`src/rtl/pipe_hazard_ctrl_if.sv`:
```
// Pipeline-to-hazard-controller bundle: stage stall requests, EX/ID hazard operands and EX redirect in,
// per-register holds, flush, PC load and performance counters out.
interface pipe_hazard_ctrl_if #(
    parameter int ADDR_W = 32,
    parameter int CNT_W  = 32
);
    logic              stall_req_if_i;
    logic              stall_req_id_i;
    logic              stall_req_ex_i;
    logic              stall_req_mem_i;
    logic              ex_is_ld_i;
    logic              ex_w_enable_i;
    logic [4:0]        ex_w_addr_i;
    logic              id_r1_read_i;
    logic [4:0]        id_r1_addr_i;
    logic              id_r2_read_i;
    logic [4:0]        id_r2_addr_i;
    logic              ex_b_flag_i;
    logic [ADDR_W-1:0] ex_b_target_i;
    logic [4:0]        stall_o;
    logic              flush_o;
    logic              pc_load_o;
    logic [ADDR_W-1:0] pc_target_o;
    logic [CNT_W-1:0]  stall_cnt_o;
    logic [CNT_W-1:0]  redir_cnt_o;

    modport master (
        output stall_req_if_i, stall_req_id_i, stall_req_ex_i, stall_req_mem_i,
        output ex_is_ld_i, ex_w_enable_i, ex_w_addr_i,
        output id_r1_read_i, id_r1_addr_i, id_r2_read_i, id_r2_addr_i,
        output ex_b_flag_i, ex_b_target_i,
        input  stall_o, flush_o, pc_load_o, pc_target_o, stall_cnt_o, redir_cnt_o
    );

    modport slave (
        input  stall_req_if_i, stall_req_id_i, stall_req_ex_i, stall_req_mem_i,
        input  ex_is_ld_i, ex_w_enable_i, ex_w_addr_i,
        input  id_r1_read_i, id_r1_addr_i, id_r2_read_i, id_r2_addr_i,
        input  ex_b_flag_i, ex_b_target_i,
        output stall_o, flush_o, pc_load_o, pc_target_o, stall_cnt_o, redir_cnt_o
    );
endinterface

```
`src/rtl/pipe_hazard_ctrl.sv`:
```
// Stall/flush sequencer around EX: merges stage stall requests, load-use detection and branch redirects
// into hold bits, flush and PC load, with saturating stall/redirect counters.
module pipe_hazard_ctrl #(
    parameter int ADDR_W       = 32,
    parameter int LU_BUBBLES   = 1,
    parameter int FLUSH_CYCLES = 1,
    parameter int CNT_W        = 32
) (
    input  logic                 clk,
    input  logic                 rst,
    pipe_hazard_ctrl_if.slave    bus
);
    localparam int MAXC = (LU_BUBBLES > FLUSH_CYCLES) ? LU_BUBBLES : FLUSH_CYCLES;
    localparam int CW   = (MAXC < 2) ? 1 : $clog2(MAXC);

    typedef enum logic [1:0] {RUN, LU_WAIT, FLUSH} state_t;

    state_t            state_q, state_d;
    logic [CW-1:0]     cnt_q, cnt_d;
    logic [CNT_W-1:0]  stall_cnt_q, stall_cnt_d;
    logic [CNT_W-1:0]  redir_cnt_q, redir_cnt_d;
    logic              lu;
    logic [4:0]        stall;
    logic              flush;
    logic              pc_load;
    logic [ADDR_W-1:0] pc_target;

    assign lu = bus.ex_is_ld_i && bus.ex_w_enable_i && (bus.ex_w_addr_i != 5'd0) &&
                ((bus.id_r1_read_i && (bus.id_r1_addr_i == bus.ex_w_addr_i)) ||
                 (bus.id_r2_read_i && (bus.id_r2_addr_i == bus.ex_w_addr_i)));

    always_comb begin
        stall     = 5'b00000;
        flush     = 1'b0;
        pc_load   = 1'b0;
        pc_target = '0;
        state_d   = state_q;
        cnt_d     = cnt_q;
        if (!rst) begin
            flush   = 1'b1;
            state_d = RUN;
            cnt_d   = '0;
        end else if (bus.stall_req_mem_i) begin
            stall = 5'b01111;
        end else if (bus.stall_req_ex_i) begin
            // EX is held, so a pending branch is re-evaluated once EX is released
            stall = 5'b00111;
        end else begin
            case (state_q)
                LU_WAIT: begin
                    stall = 5'b00011;
                    cnt_d = cnt_q - CW'(1);
                    if (cnt_q == CW'(1)) state_d = RUN;
                end
                FLUSH: begin
                    flush = 1'b1;
                    cnt_d = cnt_q - CW'(1);
                    if (cnt_q == CW'(1)) state_d = RUN;
                end
                default: begin
                    state_d = RUN;
                    if (bus.ex_b_flag_i) begin
                        flush     = 1'b1;
                        pc_load   = 1'b1;
                        pc_target = bus.ex_b_target_i;
                        if (FLUSH_CYCLES > 1) begin
                            state_d = FLUSH;
                            cnt_d   = CW'(FLUSH_CYCLES - 1);
                        end
                    end else if (lu || bus.stall_req_id_i) begin
                        stall = 5'b00011;
                        if (lu && (LU_BUBBLES > 1)) begin
                            state_d = LU_WAIT;
                            cnt_d   = CW'(LU_BUBBLES - 1);
                        end
                    end else if (bus.stall_req_if_i) begin
                        stall = 5'b00001;
                    end
                end
            endcase
        end
    end

    always_comb begin
        stall_cnt_d = stall_cnt_q;
        redir_cnt_d = redir_cnt_q;
        if (stall[0] && (stall_cnt_q != {CNT_W{1'b1}})) stall_cnt_d = stall_cnt_q + CNT_W'(1);
        if (pc_load && (redir_cnt_q != {CNT_W{1'b1}})) redir_cnt_d = redir_cnt_q + CNT_W'(1);
    end

    always_ff @(posedge clk) begin
        if (!rst) begin
            state_q     <= RUN;
            cnt_q       <= '0;
            stall_cnt_q <= '0;
            redir_cnt_q <= '0;
        end else begin
            state_q     <= state_d;
            cnt_q       <= cnt_d;
            stall_cnt_q <= stall_cnt_d;
            redir_cnt_q <= redir_cnt_d;
        end
    end

    assign bus.stall_o     = stall;
    assign bus.flush_o     = flush;
    assign bus.pc_load_o   = pc_load;
    assign bus.pc_target_o = pc_target;
    assign bus.stall_cnt_o = stall_cnt_q;
    assign bus.redir_cnt_o = redir_cnt_q;
endmodule
```
`src/flat_wrapper.sv`:
```
// flat-port wrapper written by rule: the top's interface ports become plain ports
module pipe_hazard_ctrl_flat 
#(
    parameter int ADDR_W       = 32,
    parameter int LU_BUBBLES   = 1,
    parameter int FLUSH_CYCLES = 1,
    parameter int CNT_W        = 32
)
  (clk, rst, bus_stall_req_if_i, bus_stall_req_id_i, bus_stall_req_ex_i, bus_stall_req_mem_i, bus_ex_is_ld_i, bus_ex_w_enable_i, bus_ex_w_addr_i, bus_id_r1_read_i, bus_id_r1_addr_i, bus_id_r2_read_i, bus_id_r2_addr_i, bus_ex_b_flag_i, bus_ex_b_target_i, bus_stall_o, bus_flush_o, bus_pc_load_o, bus_pc_target_o, bus_stall_cnt_o, bus_redir_cnt_o);
  pipe_hazard_ctrl_if #(.ADDR_W(ADDR_W), .CNT_W(CNT_W)) bus_i ();
  input  logic clk;
  input  logic rst;
  input wire logic [$bits(bus_i.stall_req_if_i)-1:0] bus_stall_req_if_i;
  input wire logic [$bits(bus_i.stall_req_id_i)-1:0] bus_stall_req_id_i;
  input wire logic [$bits(bus_i.stall_req_ex_i)-1:0] bus_stall_req_ex_i;
  input wire logic [$bits(bus_i.stall_req_mem_i)-1:0] bus_stall_req_mem_i;
  input wire logic [$bits(bus_i.ex_is_ld_i)-1:0] bus_ex_is_ld_i;
  input wire logic [$bits(bus_i.ex_w_enable_i)-1:0] bus_ex_w_enable_i;
  input wire logic [$bits(bus_i.ex_w_addr_i)-1:0] bus_ex_w_addr_i;
  input wire logic [$bits(bus_i.id_r1_read_i)-1:0] bus_id_r1_read_i;
  input wire logic [$bits(bus_i.id_r1_addr_i)-1:0] bus_id_r1_addr_i;
  input wire logic [$bits(bus_i.id_r2_read_i)-1:0] bus_id_r2_read_i;
  input wire logic [$bits(bus_i.id_r2_addr_i)-1:0] bus_id_r2_addr_i;
  input wire logic [$bits(bus_i.ex_b_flag_i)-1:0] bus_ex_b_flag_i;
  input wire logic [$bits(bus_i.ex_b_target_i)-1:0] bus_ex_b_target_i;
  output wire logic [$bits(bus_i.stall_o)-1:0] bus_stall_o;
  output wire logic [$bits(bus_i.flush_o)-1:0] bus_flush_o;
  output wire logic [$bits(bus_i.pc_load_o)-1:0] bus_pc_load_o;
  output wire logic [$bits(bus_i.pc_target_o)-1:0] bus_pc_target_o;
  output wire logic [$bits(bus_i.stall_cnt_o)-1:0] bus_stall_cnt_o;
  output wire logic [$bits(bus_i.redir_cnt_o)-1:0] bus_redir_cnt_o;
  assign bus_i.stall_req_if_i = bus_stall_req_if_i;
  assign bus_i.stall_req_id_i = bus_stall_req_id_i;
  assign bus_i.stall_req_ex_i = bus_stall_req_ex_i;
  assign bus_i.stall_req_mem_i = bus_stall_req_mem_i;
  assign bus_i.ex_is_ld_i = bus_ex_is_ld_i;
  assign bus_i.ex_w_enable_i = bus_ex_w_enable_i;
  assign bus_i.ex_w_addr_i = bus_ex_w_addr_i;
  assign bus_i.id_r1_read_i = bus_id_r1_read_i;
  assign bus_i.id_r1_addr_i = bus_id_r1_addr_i;
  assign bus_i.id_r2_read_i = bus_id_r2_read_i;
  assign bus_i.id_r2_addr_i = bus_id_r2_addr_i;
  assign bus_i.ex_b_flag_i = bus_ex_b_flag_i;
  assign bus_i.ex_b_target_i = bus_ex_b_target_i;
  assign bus_stall_o = bus_i.stall_o;
  assign bus_flush_o = bus_i.flush_o;
  assign bus_pc_load_o = bus_i.pc_load_o;
  assign bus_pc_target_o = bus_i.pc_target_o;
  assign bus_stall_cnt_o = bus_i.stall_cnt_o;
  assign bus_redir_cnt_o = bus_i.redir_cnt_o;
  pipe_hazard_ctrl #(.ADDR_W(ADDR_W), .LU_BUBBLES(LU_BUBBLES), .FLUSH_CYCLES(FLUSH_CYCLES), .CNT_W(CNT_W)) u_core (.clk(clk), .rst(rst), .bus(bus_i));
endmodule
```
`config.mk`:
```
export PLATFORM = sky130hd
export DESIGN_NAME = pipe_hazard_ctrl_flat
export DESIGN_NICKNAME = d
export VERILOG_FILES = /design/src/rtl/pipe_hazard_ctrl_if.sv /design/src/rtl/pipe_hazard_ctrl.sv /design/src/flat_wrapper.sv
export SDC_FILE = /design/constraint.sdc
export NUM_CORES = 1
export LEC_CHECK = 0
export BUFFER_PORTS_ARGS = -buffer_cell sky130_fd_sc_hd__buf_2
export CAP_MARGIN = 15
export CORE_UTILIZATION = 50
export DETAILED_ROUTE_END_ITERATION = 6
export PLACE_DENSITY = 0.86
export SLEW_MARGIN = 20
export SYNTH_ARGS = -nofsm -noshare
export SYNTH_HDL_FRONTEND = slang
export SYNTH_SLANG_ARGS = --single-unit
```
`constraint.sdc`:
```
create_clock -name clk -period 3.28 [get_ports clk]
set_input_delay 0.656 -clock clk [delete_from_list [all_inputs] [get_ports clk]]
set_output_delay 0.656 -clock clk [all_outputs]
set_load 0.01 [all_outputs]
```
# [Word level (Yosys, flattened, before mapping)]
# Index checks and enable logic that the tools add are counted.
[totals] register_bits=67 input_bits=58 out_inout_bits=103
[op_classes] addsub=3 eq_ne=7 mux=23 n_bitwise=2 reduce_logical=13
[op_table] operator="$mux 32" count=5
[op_table] operator="$add 32x1->32 const B" count=2
[op_table] operator="$ne 32x32->1 const B" count=2
[op_table] operator="$mux 5" count=5
[op_table] operator="$eq 5x5->1" count=2
[op_table] operator="$pmux 5 s2" count=1
[op_table] operator="$mux 1" count=9
[op_table] operator="$logic_and 1x1->1" count=7
[op_table] operator="$reduce_and 3->1" count=2
[op_table] operator="$reduce_bool 5->1" count=1
[op_table] operator="$mux 2" count=2
[op_table] operator="$eq 2x1->1 const B" count=1
[op_table] operator="$eq 2x2->1 const B" count=1
[op_table] operator="$logic_or 1x1->1" count=2
[op_table] operator="$ne 2x1->1 const B" count=1
[op_table] operator="$not 1->1" count=2
[op_table] operator="$pmux 1 s2" count=1
[op_table] operator="$reduce_or 2->1" count=1
[op_table] operator="$sub 1x1->1 const B" count=1

# [Logic depth before layout (Yosys ltp)]
[depth] word_depth=12 depth_mapped=9 mapped_depth_nobuf=7

# [Least setup slack after synthesis]
# Ideal clock, no wire load.
[synth_path] kind="input-to-output" from="input bus_ex_w_addr_i[1]" to="output bus_stall_o[0]" t_arrival_ns=1.884 slack_ns=0.740 stages=5 path_buffers=1 cell_sequence="or3_1 o311a_1 a41oi_2 buf_2 inv_1"
[synth_between] elab_chain_len=11 word_cells_on_any_way=15
[synth_rtl] item="start, declared" line="flat_wrapper.sv:19" rtl="input wire logic [$bits(bus_i.ex_w_addr_i)-1:0] bus_ex_w_addr_i;"
[synth_rtl] item="$eq 5x5->1 (on tied branches)" line="pipe_hazard_ctrl.sv:29, pipe_hazard_ctrl.sv:30"
[synth_rtl] item="$logic_and 1x1->1 (on tied branches)" line="pipe_hazard_ctrl.sv:29, pipe_hazard_ctrl.sv:30"
[synth_rtl] item="$logic_or 1x1->1" line="pipe_hazard_ctrl.sv:29" rtl="((bus.id_r1_read_i && (bus.id_r1_addr_i == bus.ex_w_addr_i)) ||"
[synth_rtl] item="$logic_and 1x1->1 *" line="pipe_hazard_ctrl.sv:28" rtl="assign lu = bus.ex_is_ld_i && bus.ex_w_enable_i && (bus.ex_w_addr_i != 5'd0) &&"
[synth_rtl] item="$logic_or 1x1->1 *" line="pipe_hazard_ctrl.sv:70" rtl="end else if (lu || bus.stall_req_id_i) begin"
[synth_rtl] item="$mux 5 *" line="pipe_hazard_ctrl.sv:70"
[synth_rtl] item="$mux 5 *" line="pipe_hazard_ctrl.sv:62" rtl="if (bus.ex_b_flag_i) begin"
[synth_rtl] item="$pmux 5 s2 *" line="pipe_hazard_ctrl.sv:49" rtl="case (state_q)"
[synth_rtl] item="$mux 5 *" line="pipe_hazard_ctrl.sv:45" rtl="end else if (bus.stall_req_ex_i) begin"
[synth_rtl] item="$mux 5 *" line="pipe_hazard_ctrl.sv:43" rtl="end else if (bus.stall_req_mem_i) begin"
[synth_rtl] item="$mux 5 *" line="pipe_hazard_ctrl.sv:39" rtl="if (!rst) begin"
[synth_rtl] item="end, declared" line="flat_wrapper.sv:26" rtl="output wire logic [$bits(bus_i.stall_o)-1:0] bus_stall_o;"
# Mark *: on every way between the ends. The rest lies on a longest branch, timed or not.

# [Worst setup path in the final report]
[layout_path] from="input bus_ex_w_addr_i[1]" to="output bus_stall_o[1]"
# Same word-level chain as after synthesis.

==> summary.txt <==
Clocking
  – Post-CTS Setup Bufs: 0
  – Clock Latency Late Sink: 0.34 ns
  – # hold bufs at CTS: 0
  – Clk slew on worst S/H paths: 0.07 ns
  – CTS max path bufs: 2
  – Clock Sinks: 64
  – CTS tree: built
  – H-tree depth: 3
  – CTS resizes: 0
  – Root buffer cell: clkbuf_8
  – Inserted Clock Buffers: 9

Drt
  – Drt pass-1 iters: 7
  – First-iteration detailed-routing DRC count: 176
  – Routed len/inst: 14.3 um
  – Vias after detailed routing: approximately 3,600
  – ANT nets after route: 0
  – Vias per cell: 5.55
  – Drt total wl: 9330 um
  – DRC violations left: 10

GRT
  – Initial antenna violation count: 0
  – Vias in the first global route: 3,203
  – Largest net degree at the start of global routing: 50
  – Total Routing Usage GR: 25.7%
  – GRT overflow: 0
  – First-pass GRT wire length: between 10,000 and 15,000 um

Setup path
  – Critical Path AT: around 2.1 ns
  – Crit-path max FO: 3
  – CP most frequent cell: buf_2
  – Max stage delay on crit path: 0.42 ns
  – WP buf/inv: 2
  – CP delay by family, top: compound AO/OA/AOI/OAI gates
  – Crit path cell chain: buf_2 -> or3_1 -> o311a_1 -> a2111oi_0 -> nor2_1 -> buf_2
  – Slowest library cell on the worst path: a2111oi_0
  – Setup crit end kind: output pin
  – Crit Path Class: input port to output pin
  – Crit path required time: 2.62 ns
  – CP Launch Type: input port

Power
  – Worst VDD drop: 0.221 mV
  – Net Sw Frac: roughly a quarter
  – Internal power: 1.27 mW
  – Share of power burned in registers: 47.4%
  – Clk pwr share: 44.9%
  – Leakage: 2.11 nW
  – Combinational power share: 7.7%
  – PnR Total Power: 1.66 mW
  – Switching pwr: between 0.3 and 0.4 mW
  – P per Cell Area: around 370 nW/um^2

Timing
  – Setup TNS: 0 ns
  – Clk_skew: 0.00840 ns
  – Hold Vio Cnt, Final: 0
  – RSZ-0062 raised after global routing: no
  – Crit share post-route: 83.7%
  – Slew Viols, Final: 0
  – Fmax achieved: 364 MHz
  – Final min period: 2.75 ns
  – Final Setup Violations: 0
  – Slew margin rel.: between 50% and 60%
  – Measured slew at the worst slew-check pin: 0.724 ns
  – Min Hold Slack: ~0.49 ns

Floorplanning
  – Die height: 84.5 um
  – Num rows: 29
  – Die area: around 7100 sq um
  – DIE WIDTH: 84.5 um
  – Ports: 161
  – Initial Utilization: 52.7%
  – Core area: about 6500 sq um

Run status
  – Outcome: finished with violations
  – Failing checks: design-rule violations

Yosys
  – Ys async rst share: 0%
  – Synth top area cells: dfxtp_1 38%, xnor2_1 6.4%, and2_1 6.2%, nor2_1 5.2%, nand2_1 5.1%
  – Ys flop type: dfxtp_1
  – Mapped Area: approximately 3400 sq um
  – Post-synth EDFFs: 0
  – Post-synthesis sequential area ratio: between 30 and 40%
  – Netlist cell types: 47
  – Synth warnings: 0
  – Syn avg cell area: 8.20 sq um
  – Synth Register Bits: 64
  – Cell taking the most area after synthesis: dfxtp_1
  – Synth Instances: 415
  – Mapped Nets: 475
  – Yosys top cell area share: between 30 and 40%

Job
  – Max Cap Violations: 0

Placed design
  – Final GP Congestion: 0.828
  – PortBufs: 159
  – Final HPWL DP: 7020 um

Layout
  – Most frequent cells in the layout: 159 x buf_2, 64 x dfxtp_1, 47 x nor2_1
  – Final #Nets: 633
  – Diode count: 0
  – Ratio of cells with drive above 1 in the final layout: between 30% and 40%
  – Area of the multi-input gates: 2030 sq um
  – Syn-to-layout area delta: 31.3%
  – Filler Cells Inserted: approximately 520
  – Seq. cell area: 1280 sq um
  – Most common cell after layout, fill and taps aside: buf_2

Worst hold path
  – Tightest Hold Check Type: register to register
## through the flow
| stage | cell area [sq um] | setup WS, ns | util [%] | cells |
|---|---|---|---|---|
| 6_report | 4470 | 0.534 | 69.2 | 655 |
| 5_1_grt | 4470 | 0.433 | 69.2 | 655 |
| 4_1_cts | 4470 | 0.519 | 69.2 | 655 |
| 3_5_place_dp | 4250 | 0.508 | 65.8 | 639 |
| 3_3_place_gp | 4250 | 0.527 | 65.8 | 639 |
| 2_1_floorplan | 3400 | 0.740 | - | 415 |
## layout make-up
type | count | share of cell area [%]
flip-flops and latches | 64 | 28.7
clock inverters | 7 | 2.16
repair buffers | 163 | 18.5
multi-input cells | 330 | 45.4
clock buffers | 9 | 2.77
inverters | 5 | 0.420
well taps | 77 | 2.16
## registers in the layout, summed over array words and instances, names as in the netlist
register	cells
u_core.bus.redir_cnt_o	32
u_core.bus.stall_cnt_o	32
## cell usage after synthesis (12+ instances only)
library cell / count
nand3_1: 22
nor2_1: 47
xnor2_1: 25
dfxtp_1: 64
nand2_1: 46
nand4_1: 19
nor3_1: 12
a21oi_1: 16
mux2i_1: 14
xor2_1: 19
and2_1: 34
## path summary, 6_finish.rpt
kind,from,endpoint,slack [ns],cells past startpoint
worst min-delay path,u_core.bus.stall_cnt_o[23],u_core.bus.stall_cnt_o[23],0.49,2
worst min register to register,u_core.bus.stall_cnt_o[23],u_core.bus.stall_cnt_o[23],0.49,2
worst max register to register,u_core.bus.stall_cnt_o[13],u_core.bus.stall_cnt_o[29],0.64,7
worst max-delay path,bus_ex_w_addr_i[1],bus_stall_o[1],0.53,6
## cells by family (layout without fill, tap and decap cells)
logic type	count (synthesis)	after routing	share of synthesized area [%]
adders and majority gates	2	2	0.735
other	1	1	0.110
xor gates and xnor gates	44	44	11.3
AOI/OAI and AO/OA	38	38	7.02
DFF	64	64	37.6
and+or+nand+nor	231	231	36.2
muxes	14	14	4.12
buffers and inverters	21	184	2.83
## worst register-to-register path: cells and delay by family, from the launching register on
family	cells	cell delay [ns]
AO/OA/AOI/OAI	2	0.31
AND/OR/NAND/NOR	5	1.83
flip-flops	1	0.43
## power groups by stage
| stage | clock network (mW) | registers [mW] | logic, mW |
|---|---|---|---|
| 2_1_floorplan | 0 | 0.805 | 0.0647 |
| 3_3_place_gp | 0 | 0.804 | 0.125 |
| 3_5_place_dp | 0 | 0.804 | 0.128 |
| 4_1_cts | 0.759 | 0.786 | 0.129 |
| 5_1_grt | 0.796 | 0.787 | 0.140 |
| 6_report | 0.746 | 0.786 | 0.129 |
## metal layers
layer	vias up	track usage (%)	routed length, um	part of all wire (%)
met4	0	14.5	368	3.9
met1	1663	30.5	3740	40
met2	184	43.6	4540	49
li1	1756	-	-	-
met5	-	0	0	0
met3	30	4.72	682	7.3
(Power assumes the default switching activity.)
